===== src/rtl/arith_pkg.sv =====
// Shared arithmetic definitions for the serial subtractor and its bit cell.
// Latency: none (types and constants only).
// Backpressure: not applicable.
package arith_pkg;

  localparam int SUB_WIDTH = 4;
  localparam int BIT_CNT_W = 2;

  typedef enum logic [1:0] {
    IDLE  = 2'd0,
    SHIFT = 2'd1,
    DONE  = 2'd2
  } sub_state_t;

endpackage


===== src/rtl/full_subtractor.sv =====
// Single-bit full subtractor cell: d = a - b - bin, with borrow out.
// Latency: combinational, zero cycles.
// Backpressure: none; pure function of its inputs.
module full_subtractor (
  input  logic a,
  input  logic b,
  input  logic bin,
  output logic d,
  output logic bout
);

  // Difference bit and borrow out of one column.
  assign d    = a ^ b ^ bin;
  assign bout = (~a & b) | (~(a ^ b) & bin);

endmodule


===== src/rtl/four_bit_serial_subtractor.sv =====
// Bit-serial unsigned subtractor: d = {a<b, (a-b) mod 16}, LSB first through one cell.
// Latency: start accepted in cycle N -> busy N+1..N+4, done pulse and d valid in N+5.
// Backpressure: start only sampled in IDLE; start in SHIFT/DONE is dropped, not queued.
// Optional macro SUB_OVERFLOW_EN adds a registered signed-overflow output ovf.
module four_bit_serial_subtractor
  import arith_pkg::*;
#(
  parameter int WIDTH = SUB_WIDTH
) (
  input  logic             clk,
  input  logic             reset,
  input  logic             start,
  input  logic [WIDTH-1:0] a,
  input  logic [WIDTH-1:0] b,
  output logic             busy,
  output logic             done,
  output logic [WIDTH:0]   d
`ifdef SUB_OVERFLOW_EN
  ,
  output logic             ovf
`endif
);

  sub_state_t           state;
  logic [WIDTH-1:0]     a_sr;
  logic [WIDTH-1:0]     b_sr;
  // Only the lower WIDTH-1 difference bits need storing; the top bit comes
  // straight from the cell on the final cycle.
  logic [WIDTH-2:0]     res;
  logic                 bin;
  logic [BIT_CNT_W-1:0] cnt;
  logic                 diff;
  logic                 bout;

  // One shared cell, fed by the operand LSBs and the registered borrow.
  full_subtractor u_fs (
    .a    (a_sr[0]),
    .b    (b_sr[0]),
    .bin  (bin),
    .d    (diff),
    .bout (bout)
  );

  // Control FSM and datapath: capture, shift one bit per cycle, publish result.
  always_ff @(posedge clk) begin
    if (reset) begin
      state <= IDLE;
      a_sr  <= '0;
      b_sr  <= '0;
      res   <= '0;
      bin   <= 1'b0;
      cnt   <= '0;
      busy  <= 1'b0;
      done  <= 1'b0;
      d     <= '0;
`ifdef SUB_OVERFLOW_EN
      ovf   <= 1'b0;
`endif
    end else begin
      case (state)
        IDLE: begin
          done <= 1'b0;
          if (start) begin
            a_sr  <= a;
            b_sr  <= b;
            res   <= '0;
            bin   <= 1'b0;
            cnt   <= '0;
            busy  <= 1'b1;
            state <= SHIFT;
          end
        end
        SHIFT: begin
          a_sr <= {1'b0, a_sr[WIDTH-1:1]};
          b_sr <= {1'b0, b_sr[WIDTH-1:1]};
          res  <= {diff, res[WIDTH-2:1]};
          bin  <= bout;
          cnt  <= cnt + 1'b1;
          if (cnt == BIT_CNT_W'(WIDTH - 1)) begin
            // Sign bits of both operands are in the LSB slots right now.
            d     <= {bout, diff, res};
`ifdef SUB_OVERFLOW_EN
            ovf   <= (a_sr[0] != b_sr[0]) && (diff != a_sr[0]);
`endif
            busy  <= 1'b0;
            done  <= 1'b1;
            state <= DONE;
          end
        end
        DONE: begin
          done  <= 1'b0;
          state <= IDLE;
        end
        default: begin
          busy  <= 1'b0;
          done  <= 1'b0;
          state <= IDLE;
        end
      endcase
    end
  end

endmodule


===== config.mk =====
export PLATFORM = sky130hd
export DESIGN_NAME = four_bit_serial_subtractor
export DESIGN_NICKNAME = d
export VERILOG_FILES = /design/src/rtl/arith_pkg.sv /design/src/rtl/full_subtractor.sv /design/src/rtl/four_bit_serial_subtractor.sv
export SDC_FILE = /design/constraint.sdc
export NUM_CORES = 1
export LEC_CHECK = 0
export ABC_AREA = 1
export BUFFER_PORTS_ARGS = -buffer_cell sky130_fd_sc_hd__buf_2
export CORE_MARGIN = 2
export CORE_UTILIZATION = 30
export CTS_BUF_LIST = sky130_fd_sc_hd__clkbuf_8
export DETAILED_ROUTE_END_ITERATION = 8
export GPL_ROUTABILITY_DRIVEN = 1
export GPL_TIMING_DRIVEN = 0
export PLACE_DENSITY = 0.49
export SLEW_MARGIN = 20
export SYNTH_ARGS = -nofsm -noshare
export SYNTH_HDL_FRONTEND = slang
export SYNTH_HIERARCHICAL = 1
export SYNTH_SLANG_ARGS = --single-unit

===== constraint.sdc =====
create_clock -name clk -period 1.2 [get_ports clk]
set_input_delay 0.3 -clock clk [delete_from_list [all_inputs] [get_ports clk]]
set_output_delay 0.3 -clock clk [all_outputs]
set_load 0.05 [all_outputs]

==> run metrics <==
HPWL after detailed placement=1380 microns; met1 Usage GRT=between 15 and 20%; type of origin of the critical path=register; Reg area=465 sq um; Slowest cell on crit path=dfxtp_1; Synthesized Nets=155; Max Fclk=857 MHz; CP Data Required Time=0.90 ns; Seq/Total Area, Yosys=a little under half; Clock Pin Slew Worst Setup and Hold Paths=about 0.090 ns; Setup TNS=0 ns; critical-path maximum fanout=2; final instance area=1190 sq um; gr busiest metal=met2; Hold Crit Class=input pin to register; filler cell count=365; footprint of the multi-input gates=453 sq um; WP data arrival=0.87 ns; WS Path Type=register to output pin; Crit path max-delay family=flip-flops; site row count=20; DRC Markers=0; vias in the first global route=~760; CTS Buf Count=3; total of max-cap violations=0; wire length per cell=9.44 microns; synthesized area=995 sq um; period utilization=between 90% and 100%; # diodes=0; Distinct cells, synth=16; Initial DRC Count=36; worst vdd ir=0.463 mV; met3 Track Usage GR=1.89%; Fin Clk Skew=just under 0.003 ns; later-pin clock latency in the skew report=roughly 0.27 ns; I/O Buffers=17; clock root cell=clkbuf_8; initial antenna violation count=0; final-report hold violation count=0; DRT Pass-1 Iters=4; fin. max-slew vios=0; commonest non-fill, non-tap cell in the layout=nand2_1; Initial Util=32.1%; chip width=61.6 microns; I/O pins=18; worst r2r path cells=4; CP max stage delay=0.34 ns; Clock Sinks=23; CP Buf/Inv Count=1; Crit. path cell count=1; count of warnings emitted by yosys=6; routed wire length=1950 microns; gr ovfl total=0; P_leak=0.585 nW; via density per instance=4.10; Min-Delay Path Depth=3; first-pass GRT wire length=3380 microns; routability cong.=0.766; mean post-synth cell area=7.00 sq um; core area=~3100 sq um; Nets=177; CTS tree=yes; Worst Setup End Kind=output pin; die height=61.6 microns; max_slew headroom=83.6%; status=completed; share of cells above drive strength 1=22.7%; H-tree depth=1; final setup vio count=0; die area=3790 sq um; worst slew pin tran=0.248 ns; Final Non-Filler Cells=207; post-CTS setup repair buffer count=0; gr usage total=approximately 12%; pin count of the biggest net entering global routing=14; number of synthesized register bits=23; Pwr Density=around 1300 nW/um^2; hold_ws=0.296 ns; via count=~850; placed insts=203; Max clock buf depth=2; worst-path cell chain=buf_2; commonest cells after routing, fill and taps aside=nand2_1, nor2_1, dfxtp_1; synthesized netlist cell count=142; P&R area growth vs syn=20.0%; minimum clock period after layout=1.17 ns; met2 Use GR=between 10% and 20%; ANT nets after route=0; area of placed instances=around 1100 sq um
==> synthesized netlist by cell type <==
master | count | area (sq um)
nand2_2 | 1 | 6.26
nand3_1 | 7 | 35.0
nand2_4 | 1 | 11.3
ha_1 | 1 | 12.5
nand2_1 | 45 | 169
dfxtp_1 | 23 | 460
o21ai_0 | 5 | 25.0
buf_4 | 2 | 15.0
nor2_1 | 28 | 105
fa_1 | 1 | 20.0
inv_2 | 2 | 7.51
inv_1 | 15 | 56.3
a21oi_1 | 7 | 35.0
buf_2 | 1 | 5.00
nor2_4 | 2 | 22.5
o21ai_2 | 1 | 8.76
==> cells by family (layout without fill, tap and decap cells) <==
group / Yosys count / after routing / synth area share [%]
compound gates: 13 / 13 / 6.92
flops: 23 / 23 / 46.3
simple gates: 84 / 84 / 35.1
fa+ha+maj: 2 / 2 / 3.27
buf+inv: 20 / 41 / 8.43
==> layout make-up <==
| type | instances | share of cell area, % |
|---|---|---|
| Timing Repair Buffer | 17 | 7.55 |
| Clock inverter | 1 | 0.419 |
| Tap cell | 44 | 4.61 |
| Inverter | 17 | 5.35 |
| Multi-Input combinational cell | 99 | 37.9 |
| Clock buffer | 3 | 3.46 |
| Buffer | 3 | 1.68 |
| Sequential cell | 23 | 39.0 |
==> state kept, by name, summed over array words and instances (netlist names) <==
signal	flops
busy	1
state	2
d	5
cnt	2
bin	1
done	1
b_sr	4
res	3
a_sr	4
==> through the flow <==
step                      setup slack (ns)  utilization, %  power (W)
after floorplan                      0.127               -   0.000970
after global placement              0.0722            36.6    0.00102
after detailed placement            0.0676            36.6    0.00103
after CTS                           0.0208            38.1    0.00153
after global routing               -0.0139            38.5    0.00159
final                               0.0327            38.5    0.00151
==> power by group <==
| group | switching, W | internal [W] | total [W] | leakage, nW |
|---|---|---|---|---|
| Combinational | 0.000122 | 0.0000702 | 0.000192 | 0.370 |
| Clock | 0.000274 | 0.000232 | 0.000506 | 0.0255 |
| Sequential | 0.0000177 | 0.000799 | 0.000817 | 0.190 |
| Total | 0.000413 | 0.00110 | 0.00151 | 0.585 |
==> what timing repair did <==
action,4_1_cts,5_1_grt
hold buffers,0,0
setup endpoints to repair,0,16
gates resized for setup,0,9
==> path summary, 6_finish.rpt <==
| check | slack [ns] | from | end |
|---|---|---|---|
| worst min-delay path | 0.30 | a[3] | a_sr[3] |
| worst max register to register | 0.09 | bin | res[2] |
| worst min register to register | 0.46 | res[0] | res[0] |
| worst max-delay path | 0.03 | busy | busy |
==> metal layers <==
metal | wire length (microns) | vias to the layer above
met4 | 45 | 0
li1 | - | 474
met3 | 90 | 4
met2 | 806 | 15
met1 | 1010 | 355
met5 | 0 | -
Power figures use the tool's default switching activity.
